<file path="src/rtl/pipe_skid_stage_if.sv">
// Valid/ready handshake bundle for pipe_skid_stage: upstream (in_*) and downstream (out_*) sides.
// slave is the stage's view; master is the view of the surrounding pipeline.
interface pipe_skid_stage_if #(
  parameter int unsigned DATA_W = 64,
  parameter int unsigned CTRL_W = 16
) ();
  logic              in_valid;
  logic              in_ready;
  logic [DATA_W-1:0] in_data;
  logic [CTRL_W-1:0] in_ctrl;
  logic              out_valid;
  logic              out_ready;
  logic [DATA_W-1:0] out_data;
  logic [CTRL_W-1:0] out_ctrl;

  modport slave (
    input  in_valid,
    input  in_data,
    input  in_ctrl,
    input  out_ready,
    output in_ready,
    output out_valid,
    output out_data,
    output out_ctrl
  );

  modport master (
    output in_valid,
    output in_data,
    output in_ctrl,
    output out_ready,
    input  in_ready,
    input  out_valid,
    input  out_data,
    input  out_ctrl
  );
endinterface

</file>
<file path="src/rtl/pipe_skid_stage.sv">
// Pipeline stage register with a two-entry skid buffer, registered in_ready, synchronous flush
// and saturating stall/bubble performance counters.
module pipe_skid_stage #(
  parameter int unsigned DATA_W = 64,
  parameter int unsigned CTRL_W = 16,
  parameter int unsigned CNT_W  = 16
) (
  input  logic                 clk,
  input  logic                 rst,
  pipe_skid_stage_if.slave     bus,
  input  logic                 flush,
  input  logic                 cnt_clr,
  output logic [1:0]           occupancy,
  output logic [CNT_W-1:0]     stall_cnt,
  output logic [CNT_W-1:0]     bubble_cnt
);

  typedef enum logic [1:0] {
    StEmpty = 2'd0,
    StOne   = 2'd1,
    StFull  = 2'd2
  } state_e;

  state_e            state_q, state_d;
  logic [DATA_W-1:0] main_data_q, main_data_d;
  logic [CTRL_W-1:0] main_ctrl_q, main_ctrl_d;
  logic [DATA_W-1:0] skid_data_q, skid_data_d;
  logic [CTRL_W-1:0] skid_ctrl_q, skid_ctrl_d;
  logic              skid_valid_q, skid_valid_d;
  logic              in_ready_q, in_ready_d;
  logic [CNT_W-1:0]  stall_cnt_q, stall_cnt_d;
  logic [CNT_W-1:0]  bubble_cnt_q, bubble_cnt_d;

  logic main_valid;
  logic in_hs;
  logic out_hs;

  assign main_valid = (state_q != StEmpty);
  // in_ready is the registered copy, so acceptance never depends on out_ready combinationally.
  assign in_hs      = bus.in_valid & in_ready_q;
  assign out_hs     = main_valid & bus.out_ready;

  always_comb begin
    state_d      = state_q;
    main_data_d  = main_data_q;
    main_ctrl_d  = main_ctrl_q;
    skid_data_d  = skid_data_q;
    skid_ctrl_d  = skid_ctrl_q;
    skid_valid_d = skid_valid_q;

    if (flush) begin
      // Kill held beats and any beat offered now; out_data keeps its last value.
      state_d      = StEmpty;
      main_ctrl_d  = '0;
      skid_ctrl_d  = '0;
      skid_valid_d = 1'b0;
    end else begin
      unique case (state_q)
        StEmpty: begin
          if (in_hs) begin
            main_data_d = bus.in_data;
            main_ctrl_d = bus.in_ctrl;
            state_d     = StOne;
          end
        end
        StOne: begin
          if (in_hs && out_hs) begin
            main_data_d = bus.in_data;
            main_ctrl_d = bus.in_ctrl;
          end else if (in_hs) begin
            skid_data_d  = bus.in_data;
            skid_ctrl_d  = bus.in_ctrl;
            skid_valid_d = 1'b1;
            state_d      = StFull;
          end else if (out_hs) begin
            main_ctrl_d = '0;
            state_d     = StEmpty;
          end
        end
        StFull: begin
          if (out_hs) begin
            main_data_d  = skid_data_q;
            main_ctrl_d  = skid_ctrl_q;
            skid_ctrl_d  = '0;
            skid_valid_d = 1'b0;
            state_d      = StOne;
          end
        end
        default: begin
          state_d      = StEmpty;
          main_ctrl_d  = '0;
          skid_ctrl_d  = '0;
          skid_valid_d = 1'b0;
        end
      endcase
    end

    in_ready_d = ~skid_valid_d;
  end

  // Counters look at the current (pre-flush) outputs; clear wins over increment.
  always_comb begin
    stall_cnt_d  = stall_cnt_q;
    bubble_cnt_d = bubble_cnt_q;
    if (cnt_clr) begin
      stall_cnt_d  = '0;
      bubble_cnt_d = '0;
    end else begin
      if (main_valid && !bus.out_ready && (stall_cnt_q != {CNT_W{1'b1}})) begin
        stall_cnt_d = stall_cnt_q + CNT_W'(1);
      end
      if (!main_valid && bus.out_ready && (bubble_cnt_q != {CNT_W{1'b1}})) begin
        bubble_cnt_d = bubble_cnt_q + CNT_W'(1);
      end
    end
  end

  always_ff @(posedge clk or posedge rst) begin
    if (rst) begin
      state_q      <= StEmpty;
      main_data_q  <= '0;
      main_ctrl_q  <= '0;
      skid_data_q  <= '0;
      skid_ctrl_q  <= '0;
      skid_valid_q <= 1'b0;
      in_ready_q   <= 1'b0;
      stall_cnt_q  <= '0;
      bubble_cnt_q <= '0;
    end else begin
      state_q      <= state_d;
      main_data_q  <= main_data_d;
      main_ctrl_q  <= main_ctrl_d;
      skid_data_q  <= skid_data_d;
      skid_ctrl_q  <= skid_ctrl_d;
      skid_valid_q <= skid_valid_d;
      in_ready_q   <= in_ready_d;
      stall_cnt_q  <= stall_cnt_d;
      bubble_cnt_q <= bubble_cnt_d;
    end
  end

  assign bus.in_ready  = in_ready_q;
  assign bus.out_valid = main_valid;
  assign bus.out_data  = main_data_q;
  assign bus.out_ctrl  = main_ctrl_q;
  assign occupancy     = state_q;
  assign stall_cnt     = stall_cnt_q;
  assign bubble_cnt    = bubble_cnt_q;

endmodule
</file>
<file path="src/flat_wrapper.sv">
// flat-port wrapper written by rule: the top's interface ports become plain ports
module pipe_skid_stage_flat 
#(
  parameter int unsigned DATA_W = 64,
  parameter int unsigned CTRL_W = 16,
  parameter int unsigned CNT_W  = 16
)
  (clk, rst, flush, cnt_clr, occupancy, stall_cnt, bubble_cnt, bus_in_valid, bus_in_data, bus_in_ctrl, bus_out_ready, bus_in_ready, bus_out_valid, bus_out_data, bus_out_ctrl);
  pipe_skid_stage_if #(.DATA_W(DATA_W), .CTRL_W(CTRL_W)) bus_i ();
  input  logic clk;
  input  logic rst;
  input  logic flush;
  input  logic cnt_clr;
  output logic [1:0] occupancy;
  output logic [CNT_W-1:0] stall_cnt;
  output logic [CNT_W-1:0] bubble_cnt;
  input wire logic [$bits(bus_i.in_valid)-1:0] bus_in_valid;
  input wire logic [$bits(bus_i.in_data)-1:0] bus_in_data;
  input wire logic [$bits(bus_i.in_ctrl)-1:0] bus_in_ctrl;
  input wire logic [$bits(bus_i.out_ready)-1:0] bus_out_ready;
  output wire logic [$bits(bus_i.in_ready)-1:0] bus_in_ready;
  output wire logic [$bits(bus_i.out_valid)-1:0] bus_out_valid;
  output wire logic [$bits(bus_i.out_data)-1:0] bus_out_data;
  output wire logic [$bits(bus_i.out_ctrl)-1:0] bus_out_ctrl;
  assign bus_i.in_valid = bus_in_valid;
  assign bus_i.in_data = bus_in_data;
  assign bus_i.in_ctrl = bus_in_ctrl;
  assign bus_i.out_ready = bus_out_ready;
  assign bus_in_ready = bus_i.in_ready;
  assign bus_out_valid = bus_i.out_valid;
  assign bus_out_data = bus_i.out_data;
  assign bus_out_ctrl = bus_i.out_ctrl;
  pipe_skid_stage #(.DATA_W(DATA_W), .CTRL_W(CTRL_W), .CNT_W(CNT_W)) u_core (.clk(clk), .rst(rst), .bus(bus_i), .flush(flush), .cnt_clr(cnt_clr), .occupancy(occupancy), .stall_cnt(stall_cnt), .bubble_cnt(bubble_cnt));
endmodule
</file>
<file path="config.mk">
export PLATFORM = sky130hd
export DESIGN_NAME = pipe_skid_stage_flat
export DESIGN_NICKNAME = d
export VERILOG_FILES = /design/src/rtl/pipe_skid_stage_if.sv /design/src/rtl/pipe_skid_stage.sv /design/src/flat_wrapper.sv
export SDC_FILE = /design/constraint.sdc
export NUM_CORES = 1
export LEC_CHECK = 0
export ABC_CLOCK_PERIOD_IN_PS = 10340
export CAP_MARGIN = 20
export CORE_ASPECT_RATIO = 1.1
export CORE_MARGIN = 5
export CORE_UTILIZATION = 47
export DETAILED_ROUTE_END_ITERATION = 10
export GPL_TIMING_DRIVEN = 0
export PLACE_DENSITY = 0.72
export SETUP_SLACK_MARGIN = 0.4
export SLEW_MARGIN = 25
export SYNTH_ARGS = -nofsm -noshare
export SYNTH_HDL_FRONTEND = slang
export SYNTH_SLANG_ARGS = --single-unit
export TNS_END_PERCENT = 100
</file>
<file path="constraint.sdc">
create_clock -name clk -period 10.34 [get_ports clk]
set_input_delay 2.068 -clock clk [delete_from_list [all_inputs] [get_ports clk]]
set_output_delay 2.068 -clock clk [all_outputs]
set_load 0.005 [all_outputs]
</file>
==> summary.md <==
| Metric | Value |
|---|---|
| VDD IR max | 0.135 mV |
| Die Y-Extent | 155 um |
| Total negative setup slack | 0 ps |
| Post-Synthesis Cell Area | 0.00900 mm^2 |
| Crit share post-route | 0.374 |
| Share of post-route cells with drive strength above 1 | 0.233 |
| Num Clock Sinks | 196 |
| Row Count | 53 |
| Top post-synthesis cells by area | dfrtp_1 (54%), mux2_2 (18%), mux2_1 (7.0%) |
| Seq/Total Area, Yosys | 0.545 |
| Hold_sp | u_core.bus.out_ctrl[14] |
| Diodes inserted | 0 |
| Antenna violations before repair | 1 |
| CTS buffer count | 17 |
| DR DRC count | 0 |
| Core ar. | 0.0190 mm^2 |
| Largest net degree at the start of global routing | 95 |
| Die span in x | 142 um |
| GP Congestion | 0.820 |
| Most frequent cell after synthesis | dfrtp_1 |
| Global route overflow | 0 |
| Synth-to-layout area growth | 33.0% |
| Slew @ Worst Pin | 845 ps |
| #FFs+latches synth | 196 |
| Yosys top cell by area | dfrtp_1 |
| Maximum root-to-sink buffer count | 2 |
| Unrepaired setup endpoints after global routing | no |
| Synthesized Nets | 791 |
| Vias in the first global route | 6,820 |
| IO Port Bufs | 200 |
| Top FF cell, synth | dfrtp_1 |
| Worst Path Arrival | 4220 ps |
| P_leak | 4.94 nW |
| CTS tree | yes |
| First-pass GRT wire length | 35.5 mm |
| Final Hold Vio Count | 0 |
| Syn avg cell area | 12.8 um^2 |
| Most used routing layer | met2 |
| Htree depth | 4 |
| Dpl cell area | 0.0114 mm^2 |
| Gr usage total | 0.199 |
| Met1 Usage GRT | 0.257 |
| Detailed Place HPWL | 15.1 mm |
| # hold bufs at CTS | 0 |
| Vias | 6,392 |
| # IOs | 202 |
| Syn Inst Count | 703 |
| CP required | 10,690 ps |
| R2r startpoint | u_core.occupancy[1] |
| Power Density | 185 mW/mm^2 |
| Post-synth top cells | dfrtp_1 (196), mux2_2 (141), mux2_1 (56) |
| Clock Skew | 12.2 ps |
| Final Net Count | 1,012 |
| DR vias/cell | 5.40 |
| Critical R2R Capture | u_core.bus.out_data[36] |
| Hold EP | u_core.bus.out_ctrl[14] |
| Share of the synthesized area in the top cell type | 0.545 |
| EDFF count, synth | 0 |
| Max Slew Vio Count | 0 |
| DRT iter0 DRCs | 302 |
| CP endpoint kind | register |
| Tmin final | 3870 ps |
| Antenna viol nets, final | 0 |
| Setup violations, final | 0 |
| Worst Reg-to-Reg Cells | 6 |
| CTS resizes | 0 |
| Hold Path Class | reg2reg |
| Fmax | 0.259 GHz |
| Synth async-reset ratio | 1.00 |
| Synth warn | 0 |
| Die area | 0.0220 mm^2 |
| Initial Util | 0.475 |
| Synth cell types | 53 |
| Kind of critical path | in2reg |
| Crit start category | input pin |
| Hold slack final | 478 ps |
| Finished Core Util | 0.632 |
| Hold path depth | 2 |
| Outcome | finished clean |
| Tot Pwr | 2.21 mW |
| Global-route met2 utilization | 0.330 |
| First drt pass iteration count | 6 |
| Total of max-cap violations | 0 |
| Wirelength per Cell | 17.7 um |
| Clock slew at reported path FFs | 80 ps |
| Root buffer cell | clkbuf_16 |
| Slew headroom | 0.431 |
| Post-route cell area | 0.0120 mm^2 |
| Post-CTS Setup Bufs | 0 |
| CP Max Fanout | 10 |
| GR met3 Demand/Resource | 0.0682 |
| FF-to-FF setup slack | 7950 ps |
| Worst-Skew Late Latency | 420 ps |
| Post-Route WL | 21.0 mm |
-- per-layer routing --
metal  routed length [um]  up-vias
li1                     -     3017
met1                 8870     3201
met2                10400      163
met3                 1620        9
met4                  126        2
met5                    7        -
-- power by group --
part           switching [mW]  leakage (nW)  internal (mW)  total, mW
clock                   0.307         0.283          0.367      0.673
sequential             0.0934          2.45          0.952       1.05
combinational           0.171          2.20          0.322      0.493
-- flip-flops by register name (all words and copies together) (netlist names) --
signal,flops
u_core.bubble_cnt,16
u_core.bus.in_ready,1
u_core.bus.out_ctrl,16
u_core.bus.out_data,64
u_core.occupancy,2
u_core.skid_ctrl_q,16
u_core.skid_data_q,64
u_core.skid_valid_q,1
u_core.stall_cnt,16
-- placed cells by master, fill, tap and decap left out, types with 5 or more instances in the layout --
cell | netlist | final
or4_1 | 14 | 14
clkbuf_1 | 6 | 8
mux2_2 | 141 | 141
nand2_1 | 42 | 42
a22o_1 | 10 | 10
inv_1 | 16 | 15
clkdlybuf4s50_1 | 0 | 200
nor2_1 | 15 | 15
o31ai_1 | 12 | 12
nor2b_1 | 6 | 6
mux2_1 | 56 | 56
mux2i_1 | 6 | 6
buf_2 | 17 | 17
a21oi_1 | 26 | 26
clkbuf_16 | 0 | 17
dfrtp_1 | 196 | 196
buf_4 | 13 | 13
or3_1 | 5 | 5
a22oi_1 | 16 | 16
nor3_1 | 6 | 6
o21ai_0 | 14 | 14
o21ai_1 | 12 | 12
nor4_1 | 9 | 9
nand3_1 | 11 | 11
nand4_1 | 8 | 8
-- worst max path at each step --
stage / from / to / slack, ps
3_3_place_gp: rst / u_core.bus.out_data[10] / 90
4_1_cts: bus_out_ready / u_core.bus.out_ctrl[9] / 6470
5_1_grt: bus_out_ready / u_core.bus.out_ctrl[9] / 6310
2_1_floorplan: rst / u_core.bubble_cnt[0] / 2930
3_5_place_dp: bus_out_ready / u_core.bus.out_ctrl[9] / 6040
6_report: bus_out_ready / u_core.bus.out_ctrl[9] / 6470
-- area by class of cell --
type	instances	area (um^2)
well taps	247	309
clock buffers	19	433
plain buffers	40	250
multi-input cells	451	3790
fillers	1543	6990
clock inverters	13	168
inverters	16	67.6
repair buffers	202	2060
flip-flops and latches	196	4900
-- critical path, cell delays in order --
cell	delay, ps
clkdlybuf4s50_1	530
buf_2	230
nand3_1	120
a21oi_1	540
clkbuf_1	420
a22oi_1	160
o21ai_1	150
-- stage by stage --
| step | worst slack [ps] | std cells |
|---|---|---|
| final | 6470 | 1184 |
| after floorplan | 2930 | 703 |
| after detailed placement | 6040 | 1152 |
| after global routing | 6310 | 1184 |
| after CTS | 6470 | 1184 |
| after global placement | 88.6 | 1150 |
-- logic make-up after synthesis --
logic type | Yosys count | share of synthesized area
compound gates | 108 | 0.0785
fa+ha+maj | 2 | 0.00278
simple gates | 138 | 0.0866
flops | 196 | 0.545
mux | 203 | 0.253
buf+inv | 56 | 0.0345
No activity file was read; power rests on OpenSTA's default activity.
